$ cat config.mk
export PLATFORM = sky130hd
export DESIGN_NAME = serial_add_ctrl
export DESIGN_NICKNAME = d
export VERILOG_FILES = /design/src/rtl/serial_add_ctrl.sv
export SDC_FILE = /design/constraint.sdc
export NUM_CORES = 1
export LEC_CHECK = 0
export BUFFER_PORTS_ARGS = -buffer_cell sky130_fd_sc_hd__buf_2
export CAP_MARGIN = 15
export CORE_ASPECT_RATIO = 1.1
export CORE_MARGIN = 5
export CORE_UTILIZATION = 55
export CTS_CLUSTER_DIAMETER = 60
export DETAILED_ROUTE_END_ITERATION = 6
export GPL_ROUTABILITY_DRIVEN = 0
export PLACE_DENSITY_LB_ADDON = 0.08
export RECOVER_POWER = 100
export REMOVE_ABC_BUFFERS = 1
export SLEW_MARGIN = 20
export SYNTH_ARGS = -nofsm -noshare
export SYNTH_HDL_FRONTEND = slang
export SYNTH_SLANG_ARGS = --single-unit
$ cat constraint.sdc
create_clock -name CLOCK_50 -period 2.58 [get_ports CLOCK_50]
set_input_delay 0.258 -clock CLOCK_50 [delete_from_list [all_inputs] [get_ports CLOCK_50]]
set_output_delay 0.258 -clock CLOCK_50 [all_outputs]
set_load 0.005 [all_outputs]
$ cat src/rtl/serial_add_ctrl.sv
// serial_add_ctrl
// Drives one shared 3-bit ripple adder slice over NSLICE cycles to add two
// W-bit operands (W = 3*NSLICE) plus a carry-in. The carry between slices
// is held in a register. The {carry_out, sum} result is held until the
// next job completes.
module serial_add_ctrl #(
  parameter int NSLICE = 3
) (
  input  logic                  CLOCK_50,
  input  logic                  rst_n,
  input  logic                  start,
  input  logic [3*NSLICE-1:0]   op_a,
  input  logic [3*NSLICE-1:0]   op_b,
  input  logic                  cin,
  output logic                  busy,
  output logic                  done,
  output logic [3*NSLICE:0]     result,
  output logic [2:0]            add_x,
  output logic [2:0]            add_y,
  output logic                  add_cin,
  input  logic [2:0]            add_sum,
  input  logic                  add_cout
);

  localparam int W  = 3 * NSLICE;
  localparam int SW = (NSLICE > 1) ? $clog2(NSLICE) : 1;
  localparam logic [SW-1:0] LAST = SW'(NSLICE - 1);

  typedef enum logic [1:0] {
    IDLE = 2'd0,
    RUN  = 2'd1,
    DONE = 2'd2
  } state_t;

  state_t        state, state_next;
  logic [SW-1:0] slice;
  logic [W-1:0]  a_reg, b_reg;
  logic [W-1:0]  work, work_next;
  logic          carry_reg;

  assign busy = (state == RUN);
  assign done = (state == DONE);

  // Next-state logic: accept start only in IDLE, leave RUN after the last
  // slice, and spend exactly one cycle in DONE.
  always_comb begin
    // NOTE: every output of a combinational block gets a default before any
    // branch; a path that leaves it unassigned would infer a latch.
    state_next = state;
    unique case (state)
      IDLE:    if (start) state_next = RUN;
      RUN:     if (slice == LAST) state_next = DONE;
      DONE:    state_next = IDLE;
      default: state_next = IDLE;
    endcase
  end

  // Adder input steering and merge of the current slice sum into the
  // partial result. The adder sees all-zero inputs outside RUN.
  always_comb begin
    add_x     = '0;
    add_y     = '0;
    add_cin   = 1'b0;
    work_next = work;
    if (state == RUN) begin
      add_cin = carry_reg;
      for (int i = 0; i < NSLICE; i++) begin
        if (slice == SW'(i)) begin
          add_x                = a_reg[3*i +: 3];
          add_y                = b_reg[3*i +: 3];
          work_next[3*i +: 3]  = add_sum;
        end
      end
    end
  end

  // State, operand capture, slice sequencing and result update.
  always_ff @(posedge CLOCK_50) begin
    // NOTE: sequential state uses non-blocking assignments so every register
    // samples values from before this edge, regardless of statement order.
    if (!rst_n) begin
      // NOTE: operand and partial-sum registers are cleared too, so an
      // aborted job leaves nothing behind that a later job could observe.
      state     <= IDLE;
      slice     <= '0;
      a_reg     <= '0;
      b_reg     <= '0;
      work      <= '0;
      carry_reg <= 1'b0;
      result    <= '0;
    end else begin
      state <= state_next;
      unique case (state)
        IDLE: begin
          if (start) begin
            a_reg     <= op_a;
            b_reg     <= op_b;
            carry_reg <= cin;
            slice     <= '0;
          end
        end
        RUN: begin
          work      <= work_next;
          carry_reg <= add_cout;
          if (slice == LAST) begin
            slice  <= '0;
            result <= {add_cout, work_next};
          end else begin
            slice <= slice + 1'b1;
          end
        end
        default: ;
      endcase
    end
  end

endmodule
==> flow_summary.toml, run 1 <==
[yosys]
post_synthesis_simple_gate_area_fraction_pct = 22.7
post_synth_xor_area_fraction_pct = 0
yosys_register_bits = 39
synthAdderAreaFrac_pct = 0
ys_warn_count = 0
complex_gate_fraction_of_the_synthesized_area_pct = 9.78
post_synth_mux_area_share_pct = 16.4
combinational_family_with_the_most_area_after_synthesis = "simple AND/OR/NAND/NOR gates"
post_synth_edffs = 0
gate_count_after_technology_mapping = 170
postSynth.topFlopCell = "sky130_fd_sc_hd__dfxtp_1"
post_synthesis_instance_area_um2 = 1690
post_synth.cell_area_avg_um2 = 9.94
synth.distinct_cells = 28
synth-seq-area-share_pct = 46.2
async_reset_ff_share_pct = 0

[worst_setup_path]
path_class = "register to register"
setup.worst_path.end_class = "register"
path_cells = "nor3b_1 -> clkbuf_2 -> mux2i_1 -> nor2b_1"
cpMaxStageDelayCell = "sky130_fd_sc_hd__nor3b_1"
crit_arrival_ns = 2.27
cpLargestDelayFamily = "simple AND/OR/NAND/NOR gates"
critical-path-max-stage-delay_ns = 0.69
worstPathRequired_ns = 2.82
setup.worst_path.start_class = "register"
timing.critical_path.fanout_max = 16
worstPathBufferInverterCount = 1
reg2reg_slack_ns = 0.55

[timing]
setup_violations = 0
finClkSkew_ns = 0.0125
rsz0062_at_grt = "no"
period_needed_ns = 2.03
fmax_ghz = 0.492
finalSetupTns_ns = 0
maxSlewHeadroom_pct = 35.6
hold_viol_final = 0
timing.final.max_slew_violations = 0
timing.final.crit_share_pct = 78.8
tightestPinTransition_ns = 0.953

[cells_and_area]
largest_register_ffs = 10
most-common-layout-cells = "sky130_fd_sc_hd__dfxtp_1 (39), sky130_fd_sc_hd__buf_2 (29), sky130_fd_sc_hd__nor2b_1 (25)"
n_antenna_cell = 0
drive_above_1_share_pct = 19.5
most_common_cell_after_layout_fill_and_taps_aside = "sky130_fd_sc_hd__dfxtp_1"
syn_to_final_growth_pct = 12.3
nets = 236

[clocking]
total_of_hold_buffers_inserted_after_clock_tree_synthesis = 0
worst_skew_pair.late_latency_ns = 0.34
worst_path_clk_slew_ns = 0.11
clock_sinks = 39
cts_max_level = 2
tritoncts = "built"
cts-buffers-inserted = 5
cts_max_path_buffers = 2
cts_root_buf = "sky130_fd_sc_hd__clkbuf_4"
post-cts-setup-buffers = 0
cts.repair.resized = 0

[die]
num_io_pins = 45
die_height_um = 68.1
die-area_um2 = 4280
rows = 21
fp.coreArea_um2 = 3000
initial_utilization_pct = 56.4
chipWidth_um = 62.8

[power]
total_power_uw = 1090
switchingPower_uw = 269
power.clock.fraction_pct = 28.7
vdd.ir_drop.worst_v = 0.000450
p_leak_uw = 0.000779
internal_power_uw = 818
swShare_pct = 24.8
seq_power_share_pct = 59.4
power_per_cell_area_nw_per_um2 = 573
comb_power_share_pct = 11.9

[detailed_routing]
routedWlPerCell_um = 13.3
number_of_vias_per_cell = 5.23
drt.antenna.violating_nets = 0
count_of_unresolved_drc_violations_after_routing = 0
drt-pass1-iter-count = 4
dr_total_vias = 1276
wirelength_mm = 3.24
dr.first_iter.drc_count = 53

[run]
maxcap_violations = 0

[global_routing]
first_pass_grt_wire_length_mm = 5.29
grt_pass1_vias = 1266
grt_start_max_net_pins = 53
grt_usage_pct = 16.0
grt_overflow = 0
number_of_antenna_violations_at_the_first_check_in_global_routing = 0

[place]
portBuffers = 44
hpwl_mm = 2.29

[run_status]
outcome = "finished, final reports clean"

[worst_hold_path]
hold_class = "input port to register"
power groups by stage:
stage,sequential (µW),clock [µW],combinational (µW)
floorplan,656,0,85.8
global placement,660,0,133
detailed placement,661,0,137
CTS,647,322,137
global route,649,349,146
finish,646,313,130
area by class of cell:
type                       instances  area, µm²
multi-input combinational        115        795
sequential                        39        781
tap                               34       42.5
fill                             301       1100
timing repair buffer              45        208
clock buffer                       6       51.3
clock inverter                     1       5.00
inverter                           4       15.0
cell usage after synthesis (all sizes together), types with 2 or more instances:
master   n  share of area, %
dfxtp   39                46
nor2b   25               9.3
mux2i   21                12
nand3   11               3.3
o21ai   11               3.3
nand2   10               2.2
buf      8               3.1
nor2     7               1.6
a22oi    6               2.7
mux2     6               4.0
clkbuf   4              0.89
inv      4              0.89
a21oi    3              0.89
a31o     3               1.6
and3     3               2.0
and4bb   2               1.5
routing by layer:
| metal | GRT usage [%] | up-vias | part of all wire (%) |
|---|---|---|---|
| met1 | 16.1 | 582 | 44 |
| met5 | 0 | - | 0 |
| met3 | 6.40 | 6 | 5.5 |
| met2 | 28.0 | 27 | 48 |
| li1 | - | 661 | - |
| met4 | 10.1 | 0 | 2.3 |
through the flow:
step                area, µm²  setup slack, ns  instances  hold slack [ns]  utilization (%)
floorplan                1620            0.634        158            0.376                -
global placement         1900            0.883        237            0.438             63.4
detailed placement       1900            0.859        237            0.444             63.4
CTS                      1950            0.542        244            0.134             65.2
global route             1900            0.391        244            0.127             63.3
finish                   1900            0.547        244            0.144             63.3
worst min-delay path, delay by kind of cell:
kind | cells | cell delay [ns]
buffers and inverters | 1 | 0.09
AO/OA/AOI/OAI | 1 | 0.06
AND/OR/NAND/NOR | 1 | 0.05
logic make-up (layout without fill, tap and decap cells):
kind of cell           Yosys count  in the layout
and+or+nand+nor                 62             62
DFF                             39             39
muxes                           27             27
AOI/OAI and AO/OA               26             26
buffers and inverters           16             56
final timing paths:
kind,startpoint,to,depth (start not counted)
worst min-delay path,add_cout,result[9],3
worst max register to register,state[1],b_reg[8],4
worst min register to register,result[9],result[9],2
worst max-delay path,state[1],b_reg[8],4
Note: power is estimated with default switching activity, not from simulation.
==> inputs of run 2 (changes only) <==
CORE_UTILIZATION = 51   (was 55)
clock period = 1.9 ns   (was 2.58 ns; I/O delays follow)
==> flow_summary.toml, run 2 (same netlist as run 1, synthesis figures left out) <==
[run_status]
outcome = "finished, final reports clean"

[detailed_routing]
count_of_unresolved_drc_violations_after_routing = 0
dr.first_iter.drc_count = 29
wirelength_mm = 3.31
drt-pass1-iter-count = 5
dr_total_vias = 1309
number_of_vias_per_cell = 5.19
drt.antenna.violating_nets = 0
routedWlPerCell_um = 13.1

[run]
maxcap_violations = 0

[cells_and_area]
fillers = 317
seq_area_um2 = 785
drive_above_1_share_pct = 23.6
nets = 241
multi_input_comb_area_um2 = 815
stdcell_area_um2 = 1980
most-common-layout-cells = "sky130_fd_sc_hd__dfxtp_1 (38), sky130_fd_sc_hd__buf_2 (31), sky130_fd_sc_hd__nor2b_1 (24)"
most_common_cell_after_layout_fill_and_taps_aside = "sky130_fd_sc_hd__dfxtp_1"
syn_to_final_growth_pct = 17.5
largest_register_ffs = 10
n_antenna_cell = 0
post-route-util_pct = 60.6

[timing]
setup_violations = 0
period_needed_ns = 1.70
timing.final.max_slew_violations = 0
tightestPinTransition_ns = 0.765
rsz0062_at_grt = "no"
timing.final.crit_share_pct = 89.5
hold_viol_final = 0
finClkSkew_ns = 0.00633
maxSlewHeadroom_pct = 49.0
fmax_ghz = 0.588

[global_routing]
grt_pass1_vias = 1292
grt_overflow = 0
grt_start_max_net_pins = 34
number_of_antenna_violations_at_the_first_check_in_global_routing = 0
first_pass_grt_wire_length_mm = 5.74
grt_usage_pct = 15.7

[clocking]
total_of_hold_buffers_inserted_after_clock_tree_synthesis = 0
worst_skew_pair.late_latency_ns = 0.33
cts_max_path_buffers = 2
worst_path_clk_slew_ns = 0.11
clock_sinks = 39
cts-buffers-inserted = 5
post-cts-setup-buffers = 0
cts_max_level = 2
tritoncts = "built"
cts_root_buf = "sky130_fd_sc_hd__clkbuf_4"

[die]
initial_utilization_pct = 51.6
die_height_um = 70.4
die-area_um2 = 4560
num_io_pins = 45
fp.coreArea_um2 = 3280
rows = 22
chipWidth_um = 64.9

[place]
hpwl_mm = 2.47
portBuffers = 44
place_area_um2 = 1940

[power]
p_leak_uw = 0.000823
vdd.ir_drop.worst_v = 0.000561
power_per_cell_area_nw_per_um2 = 822
total_power_uw = 1630

[worst_setup_path]
path_class = "register to primary output"
crit_arrival_ns = 1.51
timing.critical_path.fanout_max = 13
worstPathRequired_ns = 1.71
setup.worst_path.start_class = "register"
setup.worst_path.end_class = "primary output"

[worst_hold_path]
hold_class = "input port to register"
==> run 2: cell count changes in the layout (fill, tap and decap cells not counted), moves of 2 or more <==
| cell | delta |
|---|---|
| sky130_fd_sc_hd__and3_4 | +3 |
| sky130_fd_sc_hd__and3_2 | -3 |
| sky130_fd_sc_hd__buf_1 | +2 |
| sky130_fd_sc_hd__clkbuf_2 | +2 |
| sky130_fd_sc_hd__buf_2 | +2 |
| sky130_fd_sc_hd__o21ai_1 | +4 |
| sky130_fd_sc_hd__clkbuf_1 | -3 |
| sky130_fd_sc_hd__o21ai_0 | -4 |
| sky130_fd_sc_hd__buf_4 | +2 |
==> run 2: layout make-up <==
| class | instances | area share [%] |
|---|---|---|
| Timing Repair Buffer | 50 | 12.0 |
| Clock buffer | 6 | 2.59 |
| Multi-Input combinational cell | 115 | 41.0 |
| Inverter | 4 | 0.757 |
| Tap cell | 36 | 2.27 |
| Clock inverter | 2 | 1.77 |
| Sequential cell | 39 | 39.5 |
==> run 2: repair_timing <==
item / 4_1_cts / 5_1_grt
resized for setup: 1 / 2
setup endpoints to repair: 6 / 6
pin swaps: 0 / 0
==> run 2: path summary, 6_finish.rpt <==
kind,slack [ns],end,depth (start not counted),start
worst max-delay path,0.20,add_x[0],4,slice[1]
worst min-delay path,0.1,result[9],3,add_cout
worst min register to register,0.46,result[5],2,result[5]
worst max register to register,0.21,a_reg[6],4,state[1]
==> run 2: critical path, cell delays in order (launching register included) <==
cell and delay, ns:
sky130_fd_sc_hd__dfxtp_4 0.46, sky130_fd_sc_hd__mux2_1 0.35, sky130_fd_sc_hd__a22oi_1 0.17, sky130_fd_sc_hd__nor2_1 0.07
sky130_fd_sc_hd__clkbuf_2 0.13
==> run 2: report_power, final <==
part / leakage [µW] / switching, µW / internal [µW]
sequential: 0.000319 / 22.6 / 854
clock: 0.0000482 / 259 / 311
combinational: 0.000455 / 94.3 / 90.0
total: 0.000823 / 376 / 1250
==> run 2: per-stage QoR <==
step	hold WS (ns)	cells	setup TNS, ns	setup WS (ns)
floorplan	0.308	158	-0.841	-0.0457
global placement	0.434	244	0	0.349
detailed placement	0.437	244	0	0.310
CTS	0.0766	252	0	0.00521
global route	0.0932	252	0	0.0629
finish	0.0964	252	0	0.200
==> run 2: per-layer routing <==
| layer | part of all wire (%) | vias up | track usage (%) |
|---|---|---|---|
| li1 | - | 676 | - |
| met1 | 45 | 597 | 19.2 |
| met2 | 49 | 32 | 26.6 |
| met3 | 4.9 | 4 | 5.14 |
| met4 | 1.0 | 0 | 3.52 |
| met5 | 0 | - | 0 |
